--- config.mk ---
export PLATFORM = sky130hd
export DESIGN_NAME = clock_step_controller
export DESIGN_NICKNAME = d
export VERILOG_FILES = /design/src/rtl/clock_ctrl_pkg.sv /design/src/rtl/button_debouncer.sv /design/src/rtl/clock_step_controller.sv
export SDC_FILE = /design/constraint.sdc
export NUM_CORES = 1
export LEC_CHECK = 0
export CAP_MARGIN = 20
export CORE_ASPECT_RATIO = 1.5
export CORE_UTILIZATION = 50
export CTS_BUF_LIST = sky130_fd_sc_hd__clkbuf_4
export DETAILED_ROUTE_END_ITERATION = 7
export PLACE_DENSITY_LB_ADDON = 0.15
export SLEW_MARGIN = 20
export SYNTH_ARGS = -nofsm -noshare
export SYNTH_HDL_FRONTEND = slang
export SYNTH_HIERARCHICAL = 1
export SYNTH_SLANG_ARGS = --single-unit
--- constraint.sdc ---
create_clock -name clock_50 -period 5.4 [get_ports clock_50]
set_input_delay 1.08 -clock clock_50 [delete_from_list [all_inputs] [get_ports clock_50]]
set_output_delay 1.08 -clock clock_50 [all_outputs]
set_load 0.005 [all_outputs]
--- src/rtl/clock_ctrl_pkg.sv ---
// Shared types and rate decoding for the run/step clock-enable controller.
// Latency: combinational helpers only; no backpressure.
package clock_ctrl_pkg;

  typedef enum logic [1:0] {
    HALTED   = 2'd0,
    RUN      = 2'd1,
    STEP     = 2'd2,
    WAIT_REL = 2'd3
  } state_t;

  localparam logic [1:0] RATE_DIV1  = 2'd0;
  localparam logic [1:0] RATE_DIV2  = 2'd1;
  localparam logic [1:0] RATE_SLOW  = 2'd2;
  localparam logic [1:0] RATE_VSLOW = 2'd3;

  // Divisors are carried at this width; the prescaler truncates to its own counter width.
  localparam int DIV_W = 32;

  function automatic logic [DIV_W-1:0] div_for(input logic [1:0]       rate_sel,
                                               input logic [DIV_W-1:0] div_slow,
                                               input logic [DIV_W-1:0] div_vslow);
    logic [DIV_W-1:0] div;
    div = DIV_W'(1);
    case (rate_sel)
      RATE_DIV1:  div = DIV_W'(1);
      RATE_DIV2:  div = DIV_W'(2);
      RATE_SLOW:  div = div_slow;
      RATE_VSLOW: div = div_vslow;
      default:    div = DIV_W'(1);
    endcase
    return div;
  endfunction

endpackage

--- src/rtl/button_debouncer.sv ---
// Two-flop synchronizer plus stability counter; press is a one-cycle pulse on the accepted rising edge.
// Latency: 2 sync cycles + DEBOUNCE_CYCLES before stable follows the button; no backpressure.
module button_debouncer #(
  parameter int DEBOUNCE_CYCLES = 500000
) (
  input  logic clock_50,
  input  logic reset,
  input  logic btn,
  output logic stable,
  output logic press
);

  localparam int CW = (DEBOUNCE_CYCLES > 1) ? $clog2(DEBOUNCE_CYCLES) : 1;
  localparam logic [CW-1:0] LAST = CW'(DEBOUNCE_CYCLES - 1);

  logic          sync_a;
  logic          sync_b;
  logic          stable_q;
  logic          stable_d;
  logic [CW-1:0] cnt;

  always_ff @(posedge clock_50) begin
    if (reset) begin
      sync_a   <= 1'b0;
      sync_b   <= 1'b0;
      stable_q <= 1'b0;
      stable_d <= 1'b0;
      cnt      <= '0;
    end else begin
      sync_a   <= btn;
      sync_b   <= sync_a;
      stable_d <= stable_q;
      // Any return to the accepted level restarts the qualification window.
      if (sync_b == stable_q) begin
        cnt <= '0;
      end else if (cnt == LAST) begin
        stable_q <= sync_b;
        cnt      <= '0;
      end else begin
        cnt <= cnt + CW'(1);
      end
    end
  end

  assign stable = stable_q;
  assign press  = stable_q & ~stable_d;

endmodule

--- src/rtl/clock_step_controller.sv ---
// Run/step controller: one-cycle cpu_en pulses at a prescaled rate (free-run) or one per debounced press.
// Latency: cpu_en registered, first pulse 2 edges after RUN request, 1 edge after STEP; halt gates at once; no backpressure.
module clock_step_controller
  import clock_ctrl_pkg::*;
#(
  parameter int CNT_W           = 28,
  parameter int DEBOUNCE_CYCLES = 500000,
  parameter int DIV_SLOW        = 65536,
  parameter int DIV_VSLOW       = 33554432
) (
  input  logic        clock_50,
  input  logic        reset,
  input  logic        run_mode,
  input  logic [1:0]  rate_sel,
  input  logic        step_btn,
  input  logic        halt,
  output logic        cpu_en,
  output logic        halted,
  output logic [3:0]  state_led,
  output logic [15:0] tick_count
);

  state_t           state;
  state_t           state_nxt;
  logic [CNT_W-1:0] pre_cnt;
  logic [CNT_W-1:0] div_m1;
  logic [DIV_W-1:0] div_full;
  logic [1:0]       rate_q;
  logic             tick;
  logic             rate_chg;
  logic             enter_run;
  logic             cpu_en_nxt;
  logic             btn_stable;
  logic             btn_press;

  button_debouncer #(
    .DEBOUNCE_CYCLES(DEBOUNCE_CYCLES)
  ) u_debounce (
    .clock_50 (clock_50),
    .reset    (reset),
    .btn      (step_btn),
    .stable   (btn_stable),
    .press    (btn_press)
  );

  assign div_full  = div_for(rate_sel, DIV_W'(DIV_SLOW), DIV_W'(DIV_VSLOW)) - DIV_W'(1);
  assign div_m1    = div_full[CNT_W-1:0];
  assign tick      = (pre_cnt == div_m1);
  assign rate_chg  = (rate_sel != rate_q);
  assign enter_run = (state != RUN) && (state_nxt == RUN);

  // Restarting on a rate change or RUN entry makes the first tick land a full period later.
  always_ff @(posedge clock_50) begin
    if (reset) begin
      pre_cnt <= '0;
      rate_q  <= rate_sel;
    end else begin
      rate_q <= rate_sel;
      if (rate_chg || enter_run || tick) begin
        pre_cnt <= '0;
      end else begin
        pre_cnt <= pre_cnt + CNT_W'(1);
      end
    end
  end

  always_comb begin
    state_nxt = state;
    case (state)
      HALTED: begin
        if (halt) begin
          state_nxt = HALTED;
        end else if (run_mode) begin
          state_nxt = RUN;
        end else if (btn_press) begin
          state_nxt = STEP;
        end
      end
      RUN: begin
        if (halt || !run_mode) begin
          state_nxt = HALTED;
        end
      end
      STEP:     state_nxt = WAIT_REL;
      WAIT_REL: begin
        if (!btn_stable) begin
          state_nxt = HALTED;
        end
      end
      default:  state_nxt = HALTED;
    endcase
    cpu_en_nxt = ((state == RUN) && tick && !halt && run_mode) || (state == STEP);
  end

  always_ff @(posedge clock_50) begin
    if (reset) begin
      state      <= HALTED;
      cpu_en     <= 1'b0;
      tick_count <= '0;
    end else begin
      state  <= state_nxt;
      cpu_en <= cpu_en_nxt;
      // Counted alongside the pulse so tick_count always includes the pulse on cpu_en.
      if (cpu_en_nxt) begin
        tick_count <= tick_count + 16'd1;
      end
    end
  end

  assign halted = (state == HALTED);

  always_comb begin
    state_led = 4'b0000;
    case (state)
      HALTED:   state_led = 4'b0001;
      RUN:      state_led = 4'b0010;
      STEP:     state_led = 4'b0100;
      WAIT_REL: state_led = 4'b1000;
      default:  state_led = 4'b0000;
    endcase
  end

endmodule

---- Word level (Yosys, flattened, before mapping) ----
Cells that the tools add are included.
operators by class
  $add $sub $neg .......................... 4
  multiply operators ...................... 0
  div/mod/pow operators ................... 0
  order comparisons ....................... 0
  equal/unequal tests ..................... 12
  shift-type cells ........................ 0
  mux-type cells .......................... 8
  bitwise operators ....................... 3
  reduce and logical (&&, ||, !) cells .... 15
operators with widths
  cell                                                                     count
  28-bit one-hot mux with 4 select lines                                   1
  28-bit by 1-bit adder with 28-bit output, second input constant          1
  28-bit equality test                                                     1
  28-bit by 1-bit subtractor with 28-bit output, second input constant     1
  19-bit by 1-bit adder with 19-bit output, second input constant          1
  19-bit equality test, second input constant                              1
  16-bit by 1-bit adder with 16-bit output, second input constant          1
  4-bit one-hot mux with 4 select lines                                    1
  2-bit 2-to-1 mux                                                         5
  2-bit equality test, second input constant                               4
  2-bit one-hot mux with 4 select lines                                    1
  2-bit by 1-bit equality test with 1-bit output, second input constant    3
  1-bit logical AND                                                        4
  2-bit logical NOT                                                        2
  1-bit logical OR                                                         4
  3-bit OR reduction                                                       1
  1-bit logical NOT                                                        2
  2-bit by 1-bit inequality test with 1-bit output, second input constant  1
  2-bit inequality test                                                    1
  1-bit inverter                                                           2
  2-bit AND reduction                                                      1
  2-bit OR reduction                                                       1
  1-bit AND                                                                1
  1-bit equality test                                                      1
storage, ports and cells
  flip-flop bits (word level) ............. 72
  latch bits .............................. 0
  bits in writable memories ............... 0
  ROM bits ................................ 0
  bits of input ports ..................... 7
  output and inout port bits .............. 22
  word-level logic and storage cells ...... 52
  memories kept ........................... 0

---- Depth between registers and ports, before layout ----
Gate-level depths: netlist of the first run.
  word-level depth ........................ 11
  mapped depth ............................ 8

---- By module ----
The synthesis of the first run kept the hierarchy.
modules (own cells, without submodules)
  module                 times used  cells an instance  area each (µm²)  sequential area each (µm²)
  clock_step_controller  1           353                2879.0           980.9
  button_debouncer       1           109                999.7            460.4

---- Worst setup path after synthesis of the first run ----
Ideal clock, no wire load.
  path kind ............................... input to register
  start point ............................. input halt
  end point ............................... register tick_count[10]
  arrival ................................. 2.397 ns
  data required time ...................... 5.258 ns
  path slack .............................. 2.861 ns
  cell stages on the path ................. 6
  path through ............................ or3b_2 -> nor4_1 -> o2111a_2 -> and2_4 -> buf_12 -> o311ai_2
on the way
  word-level cells in the longest chain between the ends .. 4
RTL lines
  what                            RTL line                      source
  from (decl)                     clock_step_controller.sv:16   input logic halt,
  1-bit logical NOT               clock_step_controller.sv:92   cpu_en_nxt = ((state == RUN) && tick && !halt && run_mode) || (state == STEP);
  1-bit logical AND (2 in a row)  clock_step_controller.sv:92
  1-bit logical OR                clock_step_controller.sv:92
  to (signal assigned)            clock_step_controller.sv:105  tick_count <= tick_count + 16'd1;
  to (decl)                       clock_step_controller.sv:20   output logic [15:0] tick_count
No other way between the ends.
A chain may end at the register's enable or synchronous reset.

---- Worst setup path in the final report of the first run ----
  start point ............................. input rate_sel[1]
  end point ............................... register pre_cnt[8]
on the way
  word-level cells in the longest chain between the ends .. 6
  elaborated cells between the ends (all ways) .. 11
  classes of those cells .................. 1 x add/sub; 5 x eq/ne; 1 x mux; 4 x reduce/logical
RTL lines
  what                                               RTL line                     source
  from (decl)                                        clock_step_controller.sv:14  input logic [1:0] rate_sel,
  2-bit equality test, or another cell as far along  clock_ctrl_pkg.sv:25         case (rate_sel)
  28-bit one-hot mux with 4 select lines             clock_ctrl_pkg.sv:25
  28-bit by 1-bit subtractor with 28-bit output      clock_step_controller.sv:46  assign div_full = div_for(rate_sel, DIV_W'(DIV_SLOW), DIV_W'(DIV_VSLOW)) - DIV_W'(1);
  28-bit equality test                               clock_step_controller.sv:48  assign tick = (pre_cnt == div_m1);
  1-bit logical OR (*)                               clock_step_controller.sv:59  if (rate_chg || enter_run || tick) begin
  2-bit OR reduction (no source line) (*)            --
  to (signal assigned)                               clock_step_controller.sv:62  pre_cnt <= pre_cnt + CNT_W'(1);
  to (decl)                                          clock_step_controller.sv:25  logic [CNT_W-1:0] pre_cnt;
Mark *: on every way between the ends. The rest lies on a longest branch, timed or not. The select of a mux whose other input is x is not followed.

==> results by group, run 1 <==
Status
  – Status: complete, no violations

Global routing
  – Largest net degree at the start of global routing: 40
  – Tot GR Track Use: 0.226
  – Initial antenna violation count: 0
  – Grt ovf: 0
  – First-pass GRT wire length: 14.3 mm
  – Vias in the first global route: 3239

Synthesis
  – Post-synthesis register bit count: 72
  – Ys flop type: dfxtp_1
  – Most instantiated library cell after synthesis: dfxtp_1
  – Post-synthesis sequential area ratio: 0.372
  – Syn_nets: 472
  – Synth Instances: 462
  – Mean post-synth cell area: 8.40 µm²
  – Post-synth EDFFs: 0
  – Ys async rst share: 0
  – Area contributors post-synth: dfxtp_1 (37%), xnor2_1 (7.2%), nor2_1 (6.8%), o311ai_2 (4.2%), nor4_1 (3.9%)
  – Synth cell types: 57
  – Cell Area, Synth: 0.00388 mm²
  – Yosys top cell by area: dfxtp_1
  – Synth warnings: 6
  – Synth top area share: 0.372
  – Top cells by instance count after synthesis: dfxtp_1 (72), nor2_1 (70), nand2_1 (39), xnor2_1 (32), nand3_1 (28)

Floorplan
  – Die area: 0.00812 mm²
  – Std cell rows: 39
  – Core ar.: 0.00756 mm²
  – Die W: 73.9 µm
  – Die Ht: 110 µm
  – # IOs: 29
  – Starting Density: 0.513

Route
  – Routed Antenna Nets: 0
  – Router iterations before antenna repair: 4
  – DRC Markers: 0
  – Final WL: 8.65 mm
  – Routed wire length per instance: 14.8 µm
  – Routed vias/inst: 5.85
  – Number of DRC markers in iteration 0: 97
  – Vias: 3428

Layout
  – Final nets: 489
  – Share of post-route cells with drive strength above 1: 0.0826
  – Area growth syn-to-layout: 11.2%
  – N_diodes: 0

STA
  – Setup slack after layout: 1860 ps
  – Maximum clock frequency: 0.283 GHz
  – Clock Skews: 12.7 ps
  – Rel. slew slack: 0.408
  – Setup TNS: 0 ps
  – Period utilisation layout: 0.655
  – Worst Tran Pin Value: 889 ps
  – Max-slew violation count: 0
  – Fin crit period: 3540 ps
  – Final setup vio count: 0
  – Final Hold Fails: 0
  – RSZ-0062 raised after global routing: no

Placed design
  – Post-placement setup slack: 1430 ps
  – Detail Placement HPWL: 5.90 mm
  – Placer's final routability congestion estimate: 0.773
  – PortBufs: 28

Worst setup path
  – Crit path launch type: input port
  – CP required: 5680 ps
  – Setup crit end kind: flip-flop
  – CP Max Fanout: 28
  – Critical path class: in2reg
  – R2R cell count: 5
  – Worst Path Arrival: 3810 ps

Power
  – Peak supply drop: 0.153 mV
  – Pleak: 0.00133 µW
  – Power Density: 233 mW/mm²

Flow run
  – Max-cap viol count: 0

Clock network
  – CTS Buffer Depth: 2
  – Worst-skew pair later-pin latency: 420 ps
  – Sink Count: 72
  – Root Buffer: clkbuf_4
  – Hold_buf cts: 0
  – # resized after CTS: 0
  – # H-tree levels: 3
  – Num CTS Buffers: 9
  – Clk slew on worst S/H paths: 120 ps
  – Post-CTS setup repair buffer count: 0
  – CTS tree: yes

Hold path
  – Worst Hold Class: reg2reg
  – Hold path depth: 1
-- layout by cell type, fill, tap and decap left out, types with 3 or more instances in the layout --
master / n
nor4b_1: 3
nor3_1: 21
ha_1: 3
xnor2_1: 32
a311oi_1: 6
nand2b_1: 3
o311ai_0: 5
a41oi_1: 3
a211oi_1: 3
clkdlybuf4s50_1: 28
xor2_1: 11
nand2_1: 39
and3_1: 8
nor2b_1: 6
nand3_1: 28
a21oi_1: 9
dfxtp_1: 72
nand4_1: 17
a31oi_1: 6
inv_1: 16
nor4_1: 24
nor2_1: 70
clkbuf_4: 9
and4_1: 8
or4_1: 6
o311ai_2: 10
-- where the power goes --
group	total [µW]	internal, µW	switching, µW
Combinational	72.1	37.2	34.9
Clock	373	184	189
Sequential	562	542	20.1
Total	1010	763	244
-- state kept, by name, indices dropped and copies added (netlist names) --
| name | cells |
|---|---|
| pre_cnt | 28 |
| u_debounce/cnt | 19 |
| tick_count | 16 |
| rate_q | 2 |
| state | 2 |
| cpu_en | 1 |
| u_debounce/stable | 1 |
| u_debounce/stable_d | 1 |
| u_debounce/sync_a | 1 |
| u_debounce/sync_b | 1 |
-- metrics by stage --
| stage | hold WS, ps | instance area [µm²] | power [µW] | util | std cells |
|---|---|---|---|---|---|
| floorplan | 414 | 3880 | 615 | - | 462 |
| global placement | 438 | 4160 | 644 | 0.550 | 570 |
| detailed placement | 430 | 4160 | 646 | 0.550 | 570 |
| CTS | 468 | 4310 | 1020 | 0.570 | 586 |
| global route | 483 | 4310 | 1050 | 0.570 | 586 |
| finish | 467 | 4310 | 1010 | 0.570 | 586 |
-- path summary, 6_finish.rpt --
check                                                   from                           end  slack (ps)
worst max-delay path                             rate_sel[1]         pre_cnt[8]$_SDFF_PP0_        1860
worst min-delay path            u_debounce/sync_a$_SDFF_PP0_  u_debounce/sync_b$_SDFF_PP0_         470
worst max register to register        pre_cnt[18]$_SDFF_PP0_         pre_cnt[8]$_SDFF_PP0_        2800
worst min register to register  u_debounce/sync_a$_SDFF_PP0_  u_debounce/sync_b$_SDFF_PP0_         470
-- critical path: stages --
cell and delay (ps):
clkdlybuf4s50_1 720, or4bb_1 510, o311ai_0 120, o211a_2 500, a21o_1 770, nor2_1 110
-- cell type report --
cell class	count	area, µm²
Clock inverter	7	86.3
Clock buffer	9	67.6
Fill cell	718	3250
Multi-Input combinational cell	350	2240
Inverter	16	60.1
Tap cell	102	128
Sequential cell	72	1440
Timing Repair Buffer	30	295
-- per-layer routing --
layer / vias up / routed length, µm / global-route usage
li1: 1720 / - / -
met2: 62 / 4590 / 0.406
met1: 1635 / 3700 / 0.253
met3: 11 / 238 / 0.0486
met4: 0 / 112 / 0.0907
met5: - / 0 / 0
-- kinds of logic after synthesis --
group           synth area share
buf+inv                   0.0519
simple gates               0.327
compound gates             0.133
mux                      0.00935
fa+ha+maj                0.00968
xor+xnor                  0.0971
flops                      0.372
No activity file was read; power rests on OpenSTA's default activity.
==> run 2: changes to the inputs <==
==> constraint.sdc (replaced) <==
create_clock -name clock_50 -period 2.97 [get_ports clock_50]
set_input_delay 0.594 -clock clock_50 [delete_from_list [all_inputs] [get_ports clock_50]]
set_output_delay 0.594 -clock clock_50 [all_outputs]
set_load 0.005 [all_outputs]
==> results by group, run 2 (synthesis gave the netlist of run 1 again) <==
Clock network
  – Post-CTS setup repair buffer count: 0
  – # resized after CTS: 0
  – Clk slew on worst S/H paths: 110 ps
  – Sink Count: 72
  – Hold_buf cts: 0
  – CTS tree: yes
  – CTS Buffer Depth: 2
  – Root Buffer: clkbuf_4
  – # H-tree levels: 3
  – Worst-skew pair later-pin latency: 420 ps
  – Num CTS Buffers: 9

Worst setup path
  – Crit path launch type: input port
  – CP Max Fanout: 14
  – Worst Path Arrival: 2590 ps
  – CP bufs+invs: 1
  – CP required: 3250 ps
  – R2R cell count: 5
  – Peak per-stage delay on the critical path: 480 ps
  – Worst r2r dst: tick_count[4]$_SDFFE_PP0P_
  – Crit-path cells: clkdlybuf4s50_1, or3b_2, nor4_1, o2111a_2, and2_4, o311ai_0
  – Crit path max-delay family: simple AND/OR/NAND/NOR gates
  – Setup crit end kind: flip-flop
  – Critical path class: in2reg
  – Crit-path slowest cell: or3b_2
  – RR Startpoint: pre_cnt[18]$_SDFF_PP0_
  – Reg2reg setup slack: 790 ps

Placed design
  – PortBufs: 28
  – Post-Place Cell Area: 0.00423 mm²
  – Detail Placement HPWL: 6.20 mm
  – Placer's final routability congestion estimate: 0.808
  – Post-placement setup slack: 194 ps

STA
  – Fin crit period: 2310 ps
  – Max-slew violation count: 0
  – Final setup vio count: 0
  – Clock Skews: 21.4 ps
  – Setup TNS: 0 ps
  – Maximum clock frequency: 0.433 GHz
  – Period utilisation layout: 0.777
  – Final Hold Fails: 0
  – Rel. slew slack: 0.480
  – RSZ-0062 raised after global routing: no
  – Setup slack after layout: 662 ps
  – Worst Tran Pin Value: 780 ps

Route
  – Vias: 3513
  – Router iterations before antenna repair: 4
  – Routed vias/inst: 5.92
  – DRC Markers: 0
  – Routed Antenna Nets: 0
  – Final WL: 8.83 mm
  – Routed wire length per instance: 14.9 µm
  – Number of DRC markers in iteration 0: 155

Layout
  – Max reg flops: 28
  – N_diodes: 0
  – Highest-count cells in the layout ignoring fill and taps: dfxtp_1 (72), nor2_1 (70), nand2_1 (39)
  – Largest regs: pre_cnt x28, u_debounce/cnt x19, tick_count x16
  – Commonest non-fill, non-tap cell in the layout: dfxtp_1
  – Post-layout util: 0.577
  – Area growth syn-to-layout: 12.4%
  – Share of post-route cells with drive strength above 1: 0.0978
  – Post-route cell area: 0.00436 mm²
  – Reg with most FFs: pre_cnt
  – Final nets: 496

Hold path
  – Hold path depth: 1
  – Min-delay src: u_debounce/sync_a$_SDFF_PP0_
  – Hold endpoint: u_debounce/sync_b$_SDFF_PP0_
  – Worst Hold Class: reg2reg

Power
  – Peak supply drop: 0.248 mV
  – Switching Fraction: 0.256
  – P_int: 1320 µW
  – Clock power frac: 0.346
  – Seq pwr share: 0.575
  – Power Density: 407 mW/mm²
  – Pleak: 0.00136 µW
  – Combinational Power Share: 0.079
  – Switching power: 455 µW

Global routing
  – Initial antenna violation count: 0
  – Vias in the first global route: 3296
  – Grt ovf: 0
  – Tot GR Track Use: 0.229
  – First-pass GRT wire length: 14.5 mm
  – Largest net degree at the start of global routing: 39

Floorplan
  – Die Ht: 110 µm
  – Die area: 0.00812 mm²
  – # IOs: 29
  – Die W: 73.9 µm
  – Core ar.: 0.00756 mm²
  – Std cell rows: 39
  – Starting Density: 0.513

Status
  – Status: complete, no violations

Flow run
  – Max-cap viol count: 0
run 2: changes by cell type in the layout (fill, tap and decap cells not counted):
cell        before  now
clkbuf_4         9   10
clkinv_1         2    1
buf_4            2    8
bufinv_16        2    1
clkinvlp_4       0    1
buf_12           0    1
run 2: power groups by stage:
stage / Sequential (µW) / Combinational, µW / Clock [µW]
finish: 1020 / 140 / 615
global route: 1030 / 153 / 680
CTS: 1020 / 141 / 640
detailed placement: 1040 / 141 / 0
global placement: 1040 / 137 / 0
floorplan: 1030 / 92.0 / 0
run 2: worst max-delay path by stage:
stage                   startpoint                           to  slack, ps  cells past startpoint
2_1_floorplan                 halt  tick_count[10]$_SDFFE_PP0P_        920                      6
3_3_place_gp           rate_sel[1]   tick_count[3]$_SDFFE_PP0P_        280                      6
3_5_place_dp              run_mode   tick_count[4]$_SDFFE_PP0P_        190                      6
4_1_cts        state[0]$_SDFF_PP0_                 state_led[2]        620                      4
5_1_grt        state[0]$_SDFF_PP0_                 state_led[2]        550                      4
6_report                  run_mode   tick_count[4]$_SDFFE_PP0P_        660                      6
run 2: stage by stage:
stage	hold slack, ps	cells	total power, µW
global placement	448	577	1180
global route	493	593	1860
detailed placement	454	577	1180
CTS	467	593	1800
floorplan	414	462	1120
finish	461	593	1780
run 2: metal layers:
metal	wire, µm	part of all wire	GRT usage	up-vias
li1	-	-	-	1737
met1	3670	0.42	0.247	1678
met2	4650	0.53	0.408	82
met3	283	0.032	0.0495	16
met4	217	0.025	0.122	0
met5	0	0	0	-
run 2: area by class of cell:
cell class              instances  area (µm²)
inverters                      16        60.1
multi-input cells             350        2240
fillers                       721        3200
clock inverters                 6        60.1
clock buffers                  10        75.1
repair buffers                 37         360
flip-flops and latches         72        1440
well taps                     102         128
